`src/rtl/booth_div.sv`:
```
// rtl/booth_div.sv - sequential signed restoring divider, 2W-bit dividend by W-bit divisor
module booth_div #(
  parameter int WIDTH = 4
) (
  input  logic               clk,
  input  logic               rst,
  input  logic               start,
  input  logic [2*WIDTH-1:0] dividend,
  input  logic [WIDTH-1:0]   divisor,
  output logic               busy,
  output logic               done,
  output logic [WIDTH-1:0]   quotient,
  output logic [WIDTH-1:0]   remainder,
  output logic               ovf,
  output logic               dz
);

  localparam int W  = WIDTH;
  localparam int CW = $clog2(W + 1);
  localparam logic [W-1:0] HALF = {1'b1, {(W-1){1'b0}}};

  typedef enum logic [1:0] {IDLE, CALC, FIX, DONE} state_t;

  state_t        state_q;
  logic [W-1:0]  rem_q;
  logic [W-1:0]  lo_q;
  logic [W-1:0]  dv_q;
  logic [W-1:0]  dd_low_q;
  logic          sq_q;
  logic          sr_q;
  logic          dz_pend_q;
  logic          pre_ovf_q;
  logic [CW-1:0] cnt_q;
  logic          busy_q;
  logic          done_q;
  logic          ovf_q;
  logic          dz_q;
  logic [W-1:0]  quotient_q;
  logic [W-1:0]  remainder_q;

  logic [2*W-1:0] dd_abs_d;
  logic [W-1:0]   dv_abs_d;
  logic [W:0]     trial_d;
  logic           ge_d;
  logic [W-1:0]   diff_d;
  logic [W-1:0]   quot_fix_d;
  logic [W-1:0]   rem_fix_d;
  logic           q_range_d;

  always_comb begin
    dd_abs_d   = dividend[2*W-1] ? -dividend : dividend;
    dv_abs_d   = divisor[W-1] ? -divisor : divisor;
    trial_d    = {rem_q, lo_q[W-1]};
    ge_d       = trial_d >= {1'b0, dv_q};
    // Partial remainder stays below |dv|, so the low W bits hold the exact difference.
    diff_d     = trial_d[W-1:0] - dv_q;
    quot_fix_d = sq_q ? -lo_q : lo_q;
    rem_fix_d  = sr_q ? -rem_q : rem_q;
    q_range_d  = sq_q ? (lo_q > HALF) : lo_q[W-1];
  end

  always_ff @(posedge clk) begin
    if (rst) begin
      state_q     <= IDLE;
      rem_q       <= '0;
      lo_q        <= '0;
      dv_q        <= '0;
      dd_low_q    <= '0;
      sq_q        <= 1'b0;
      sr_q        <= 1'b0;
      dz_pend_q   <= 1'b0;
      pre_ovf_q   <= 1'b0;
      cnt_q       <= '0;
      busy_q      <= 1'b0;
      done_q      <= 1'b0;
      ovf_q       <= 1'b0;
      dz_q        <= 1'b0;
      quotient_q  <= '0;
      remainder_q <= '0;
    end else begin
      case (state_q)
        IDLE: begin
          if (start) begin
            rem_q     <= dd_abs_d[2*W-1:W];
            lo_q      <= dd_abs_d[W-1:0];
            dv_q      <= dv_abs_d;
            dd_low_q  <= dividend[W-1:0];
            sq_q      <= dividend[2*W-1] ^ divisor[W-1];
            sr_q      <= dividend[2*W-1];
            dz_pend_q <= (divisor == '0);
            pre_ovf_q <= 1'b0;
            cnt_q     <= '0;
            busy_q    <= 1'b1;
            state_q   <= CALC;
          end
        end
        CALC: begin
          // First CALC cycle registers the range precheck off the latched magnitudes.
          if (cnt_q == '0) begin
            pre_ovf_q <= !dz_pend_q && (rem_q >= dv_q);
          end else begin
            rem_q <= ge_d ? diff_d : trial_d[W-1:0];
            lo_q  <= {lo_q[W-2:0], ge_d};
          end
          cnt_q <= cnt_q + 1'b1;
          if (cnt_q == CW'(W)) state_q <= FIX;
        end
        FIX: begin
          quotient_q  <= dz_pend_q ? '1 : quot_fix_d;
          remainder_q <= dz_pend_q ? dd_low_q : rem_fix_d;
          ovf_q       <= !dz_pend_q && (pre_ovf_q || q_range_d);
          dz_q        <= dz_pend_q;
          done_q      <= 1'b1;
          state_q     <= DONE;
        end
        DONE: begin
          done_q  <= 1'b0;
          busy_q  <= 1'b0;
          state_q <= IDLE;
        end
        default: state_q <= IDLE;
      endcase
    end
  end

  assign busy      = busy_q;
  assign done      = done_q;
  assign quotient  = quotient_q;
  assign remainder = remainder_q;
  assign ovf       = ovf_q;
  assign dz        = dz_q;

endmodule

```
`config.mk`:
```
export PLATFORM = sky130hd
export DESIGN_NAME = booth_div
export DESIGN_NICKNAME = d
export VERILOG_FILES = /design/src/rtl/booth_div.sv
export SDC_FILE = /design/constraint.sdc
export NUM_CORES = 1
export LEC_CHECK = 0
export CORE_UTILIZATION = 40
export DETAILED_ROUTE_END_ITERATION = 16
export DONT_BUFFER_PORTS = 1
export GPL_ROUTABILITY_DRIVEN = 0
export MAX_ROUTING_LAYER = met4
export PLACE_DENSITY = 0.59
export REMOVE_ABC_BUFFERS = 1
export SYNTH_ARGS = -nofsm -noshare
export SYNTH_HDL_FRONTEND = slang
export SYNTH_SLANG_ARGS = --single-unit
```
`constraint.sdc`:
```
create_clock -name clk -period 2.9 [get_ports clk]
set_clock_uncertainty 0.1 [all_clocks]
set_input_delay 0.58 -clock clk [delete_from_list [all_inputs] [get_ports clk]]
set_output_delay 0.58 -clock clk [all_outputs]
set_load 0.1 [all_outputs]
```
==> results of run 1 <==
kinds of logic (layout without fill, tap and decap cells):
group | count (synthesis) | in the layout
adder cells (fa/ha/maj) | 20 | 20
AO/OA/AOI/OAI | 63 | 63
AND/OR/NAND/NOR | 96 | 96
buffers and inverters | 32 | 29
flip-flops | 37 | 37
multiplexers | 10 | 10
XOR/XNOR | 13 | 13
path summary, 6_finish.rpt:
kind / from / end / slack, ns / cells past startpoint
worst max-delay path: rem_q[1]$_SDFFE_PP0P_ / rem_q[1]$_SDFFE_PP0P_ / 0.95 / 6
worst min-delay path: rst / quotient[0]$_SDFFE_PP0P_ / 0.26 / 1
worst max register to register: rem_q[1]$_SDFFE_PP0P_ / rem_q[1]$_SDFFE_PP0P_ / 0.95 / 6
worst min register to register: dd_low_q[1]$_SDFFE_PP0P_ / dd_low_q[1]$_SDFFE_PP0P_ / 0.35 / 2
placed cells by master (no fill, tap or decap), types with 2 or more instances in the layout:
cell type	netlist	final
dfxtp_1	37	37
nor2_1	33	33
nand2_1	31	31
inv_1	19	19
ha_1	19	19
a21oi_1	17	17
o21ai_0	12	12
mux2i_1	10	10
a211oi_1	10	10
nand3_1	8	8
xor2_1	7	7
xnor2_1	6	6
nor3_1	5	5
clkbuf_8	0	5
nor2b_1	4	4
o31ai_1	3	3
nand2b_1	3	3
a311oi_2	3	3
nand3b_1	2	2
o21a_1	2	2
a211o_1	2	2
nor3b_1	2	2
bufinv_16	0	2
buf_4	0	2
routing by layer:
layer  routed length, um  track usage  part of all wire  vias up
met5                   0            -                 0        -
met4                  42       0.0538            0.0089        0
met3                 229       0.0500             0.049        7
met2                2060        0.259              0.44       36
met1                2360        0.238              0.50      804
li1                    -            -                 -      919
final cells by class:
type / instances / share of cell area
Clock buffer: 5 / 0.0284
Clock inverter: 3 / 0.0268
Inverter: 19 / 0.0294
Multi-Input combinational cell: 202 / 0.567
Sequential cell: 37 / 0.306
Tap cell: 70 / 0.0361
Timing Repair Buffer: 2 / 0.00620
state kept, by name (all words and copies together), names as in the netlist:
register   cells
remainder      4
busy           1
done           1
dz             1
pre_ovf_q      1
state_q        2
lo_q           4
rem_q          4
cnt_q          3
dv_q           4
quotient       4
dz_pend_q      1
ovf            1
sr_q           1
dd_low_q       4
sq_q           1
power groups by stage:
stage	logic (mW)	registers, mW	clock network (mW)
after global placement	1.13	1.11	0
after floorplan	0.913	1.07	0
final	1.13	1.10	0.525
after detailed placement	1.13	1.12	0
after CTS	1.14	1.11	0.541
after global routing	1.30	1.13	0.562
metrics by stage:
step,util,std cells
4_1_cts,0.463,338
6_report,0.463,338
2_1_floorplan,-,258
5_1_grt,0.463,338
3_5_place_dp,0.437,330
3_3_place_gp,0.437,330
==> flow_summary.toml, run 1 <==
[timing]
max_slew_margin = 0.346
rsz0062_at_grt = "false"
period_needed_ns = 1.95
fmax_mhz = 512
drv_slew = 0
worst_slew_pin_slew_ns = 0.979
hold_violations = 0
setup-violations-final = 0
hold_slack_ns = 0.259
final.setup.worst_slack_ns = 0.946
setup_tns_ns = 0
fin_crit_sh = 0.674

[layout]
finalInstanceArea_um2 = 2420
area_delta_synth_final_pct = 8.09
layout.nets = 302
nFillCells = 532
multi_input_area_um2 = 1380
diodes = 0
seqCellArea_um2 = 741
drive_gt1_frac = 0.0784

[cts]
cts_root_buffer = "clkbuf_8"
cts_resized = 0
cts_buffers = 5
cts_tree = "done"
clock_path_buffers = 2
cts_setup_buffers = 0
clkTransAtPathRegs_ns = 0.08
hold_buffers = 0
clock_latency_ns = 0.29
clock-sinks = 37
htree_levels = 2

[setup_path]
required_ns = 3.01
cp_cell_sequence = "ha_1 > or2_1 > a211oi_2 > a21o_2 > nand3_1 > a311oi_2"
path_buf_inv = 0
worst_path_max_delay_cell = "dfxtp_1"
cp-start-kind = "flip-flop"
path_max_fanout = 7
cp_top_family = "compound AO/OA/AOI/OAI gates"
critical_path_arrival_ns = 2.06
slowest_delay_ns = 0.46
crit_type = "flip-flop to flip-flop"
worstSetupEndpointType = "flip-flop"

[power_and_ir_drop]
cellLeakagePower_nw = 0.889
combPwrFrac = 0.409
power_frac_seq = 0.400
power_density_nw_per_um2 = 1140
swShare = 0.465
pwr-share-clk = 0.190
p_switching_mw = 1.28
intPower_mw = 1.47
finalPower_mw = 2.76
ir_worst_vdd_mv = 0.497

[global_routing]
track_usage = 0.178
grt_max_degree = 39
grt_pass1_wl_mm = 8.06
grt_overflow_total = 0
antenna_found_initial = 0
grt_pass1_vias = 1642

[synth]
yosysMostFrequentCell = "dfxtp_1"
synth_fa_ha_area_frac = 0.115
netlist_top_cells_count = "dfxtp_1 (37), nor2_1 (33), nand2_1 (31)"
yosysTopAreaCellShare = 0.330
async_reset_ff_frac = 0
synth_area_leader_cell = "dfxtp_1"
yosys_warnings = 0
synth_seq_cells = 37
syn-cell-area_um2 = 2240
ys.flop_type = "dfxtp_1"
avgSynthCellArea_um2 = 8.27
yosys-mux-area-fraction = 0.0446
synth-xor-area-share = 0.0508
synth-compound-area-share = 0.207
ys_seq_area_frac = 0.330
netlist_top_cells_area = "dfxtp_1 (33%), ha_1 (11%), nor2_1 (5.5%)"
synth_edf_count = 0
yosys.area_share.simple = 0.196
synth_cell_types = 47
synth_top_family_by_area = "compound AO/OA/AOI/OAI gates"
netlist_instances = 271

[routing]
vias = 1766
detail-route-antenna-nets = 0
routed_wl_mm = 4.69
drt_first_pass_iters = 4
drt_iter0_markers = 107
drt-vias-per-instance = 5.22
drc = 0
routedWlPerCell_um = 13.9

[place]
port_buffers = 0
dpl.hpwl_mm = 3.43
place_area_um2 = 2290
pre_cts_ws_ns = 0.971

[floorplanning]
io_pins = 27
fp.dieH_um = 76.9
core_um2 = 5240
dieWidth_um = 76.9
num_rows = 26
initial_core_util = 0.428
die-area_um2 = 5910

[flow_run]
cap_violations = 0

[worst_hold_path]
hold_path_class = "primary input to flip-flop"

[status]
run_status = "finished, final reports clean"
Note: power is estimated with default switching activity, not from simulation.
==> inputs of run 2 (changes only) <==
==> constraint.sdc (replaced) <==
create_clock -name clk -period 1.8 [get_ports clk]
set_clock_uncertainty 0.1 [all_clocks]
set_input_delay 0.36 -clock clk [delete_from_list [all_inputs] [get_ports clk]]
set_output_delay 0.36 -clock clk [all_outputs]
set_load 0.1 [all_outputs]
==> run 2 against run 1 <==
Clock power increased by 23%. Critical endpoint unchanged. Power up 75%. Final cell count increased by 9.8%. Largest cell class unchanged. Critical path depth grew 1. Non-clock buffer count rose by 32. Critical path type unchanged.
==> flow_summary.toml, run 2 (synthesis gave the netlist of run 1 again) <==
[place]
port_buffers = 0
place_area_um2 = 2520
dp.cells = 359
pre_cts_ws_ns = -0.0185
dpl.hpwl_mm = 3.76

[cts]
cts_buffers = 5
clkTransAtPathRegs_ns = 0.07
cts_root_buffer = "clkbuf_8"
hold_buffers = 0
clock-sinks = 37
clock_path_buffers = 2
clock_latency_ns = 0.29
htree_levels = 2
cts_tree = "done"

[power_and_ir_drop]
p_switching_mw = 2.24
cellLeakagePower_nw = 1.05
ir_worst_vdd_mv = 0.835
intPower_mw = 2.59
combPwrFrac = 0.616
finalPower_mw = 4.84
swShare = 0.464
pwr-share-clk = 0.134
power_frac_seq = 0.250
power_density_nw_per_um2 = 1790

[global_routing]
grt_pass1_wl_mm = 8.56
grt_pass1_vias = 1877
grt_max_degree = 39
antenna_found_initial = 0
track_usage = 0.189
grt_overflow_total = 0

[status]
run_status = "finished, final reports clean"

[layout]
finish.utilization = 0.516
mostFrequentLayoutCells = "dfxtp_1 (34), nor2_1 (33), buf_4 (33)"
nFillCells = 501
drive_gt1_frac = 0.219
diodes = 0
final_cells = 371
area_delta_synth_final_pct = 20.5
finalInstanceArea_um2 = 2700
layout.nets = 335
multi_input_area_um2 = 1430
layout_commonest_cell = "dfxtp_1"
seqCellArea_um2 = 744

[setup_path]
cp-start-kind = "flip-flop"
crit_type = "flip-flop to flip-flop"
critical_path_arrival_ns = 1.89
required_ns = 1.90
path_max_fanout = 5
worstSetupEndpointType = "flip-flop"

[routing]
vias = 1938
drt-vias-per-instance = 5.22
drc = 0
drt_first_pass_iters = 4
routedWlPerCell_um = 14.0
routed_wl_mm = 5.19
drt_iter0_markers = 82
detail-route-antenna-nets = 0

[timing]
hold_slack_ns = 0.0337
setup-violations-final = 0
setup_tns_ns = 0
drv_slew = 0
fmax_mhz = 559
max_slew_margin = 0.641
period_needed_ns = 1.79
fin_crit_sh = 0.993
hold_violations = 0
worst_slew_pin_slew_ns = 0.537
final.setup.worst_slack_ns = 0.0125
rsz0062_at_grt = "true"

[floorplanning]
die-area_um2 = 5910
initial_core_util = 0.428
fp.dieH_um = 76.9
dieWidth_um = 76.9
core_um2 = 5240
io_pins = 27
num_rows = 26

[worst_hold_path]
hold_path_class = "primary input to flip-flop"

[flow_run]
cap_violations = 0
[run 2: what timing repair did]
action                                  in CTS  in global routing
endpoints found under the setup margin       4                  7
pin swaps                                    1                  7
setup buffers                                1                  2
cloned                                       0                  1
resized for setup                            1                 13
[run 2: layout make-up]
class                           instances  share of cell area
Timing Repair Buffer                   34              0.0991
Tap cell                               70              0.0324
Sequential cell                        37               0.276
Clock inverter                          1             0.00185
Clock buffer                            7              0.0357
Inverter                               19              0.0264
Multi-Input combinational cell        203               0.529
[run 2: layer usage]
metal | vias to the layer above | global-route usage | share of wire
li1 | 991 | - | -
met1 | 910 | 0.239 | 0.49
met2 | 31 | 0.288 | 0.45
met3 | 6 | 0.0583 | 0.050
met4 | 0 | 0.0519 | 0.011
met5 | - | - | 0
[run 2: final timing paths]
kind,from,endpoint,slack (ns),cells past startpoint
worst min register to register,dd_low_q[2]$_SDFFE_PP0P_,dd_low_q[2]$_SDFFE_PP0P_,0.35,2
worst min-delay path,rst,dv_q[2]$_SDFFE_PP0P_,0.03,1
worst max register to register,dv_q[2]$_SDFFE_PP0P_,rem_q[1]$_SDFFE_PP0P_,0.01,7
worst max-delay path,dv_q[2]$_SDFFE_PP0P_,rem_q[1]$_SDFFE_PP0P_,0.01,7
[run 2: critical path: stages (launching register included)]
cell      delay [ns]
dfxtp_2         0.32
inv_2           0.07
ha_4            0.20
or2_1           0.24
a211oi_2        0.25
a21o_2          0.19
nand3_1         0.10
a311oi_2        0.23
[run 2: power by group through the flow]
| stage | combinational, mW | clock (mW) | sequential, mW |
|---|---|---|---|
| final | 2.98 | 0.647 | 1.21 |
| after global routing | 3.26 | 0.702 | 1.24 |
| after CTS | 2.82 | 0.663 | 1.20 |
| after detailed placement | 2.78 | 0 | 1.22 |
| after global placement | 2.73 | 0 | 1.21 |
| after floorplan | 1.47 | 0 | 1.73 |
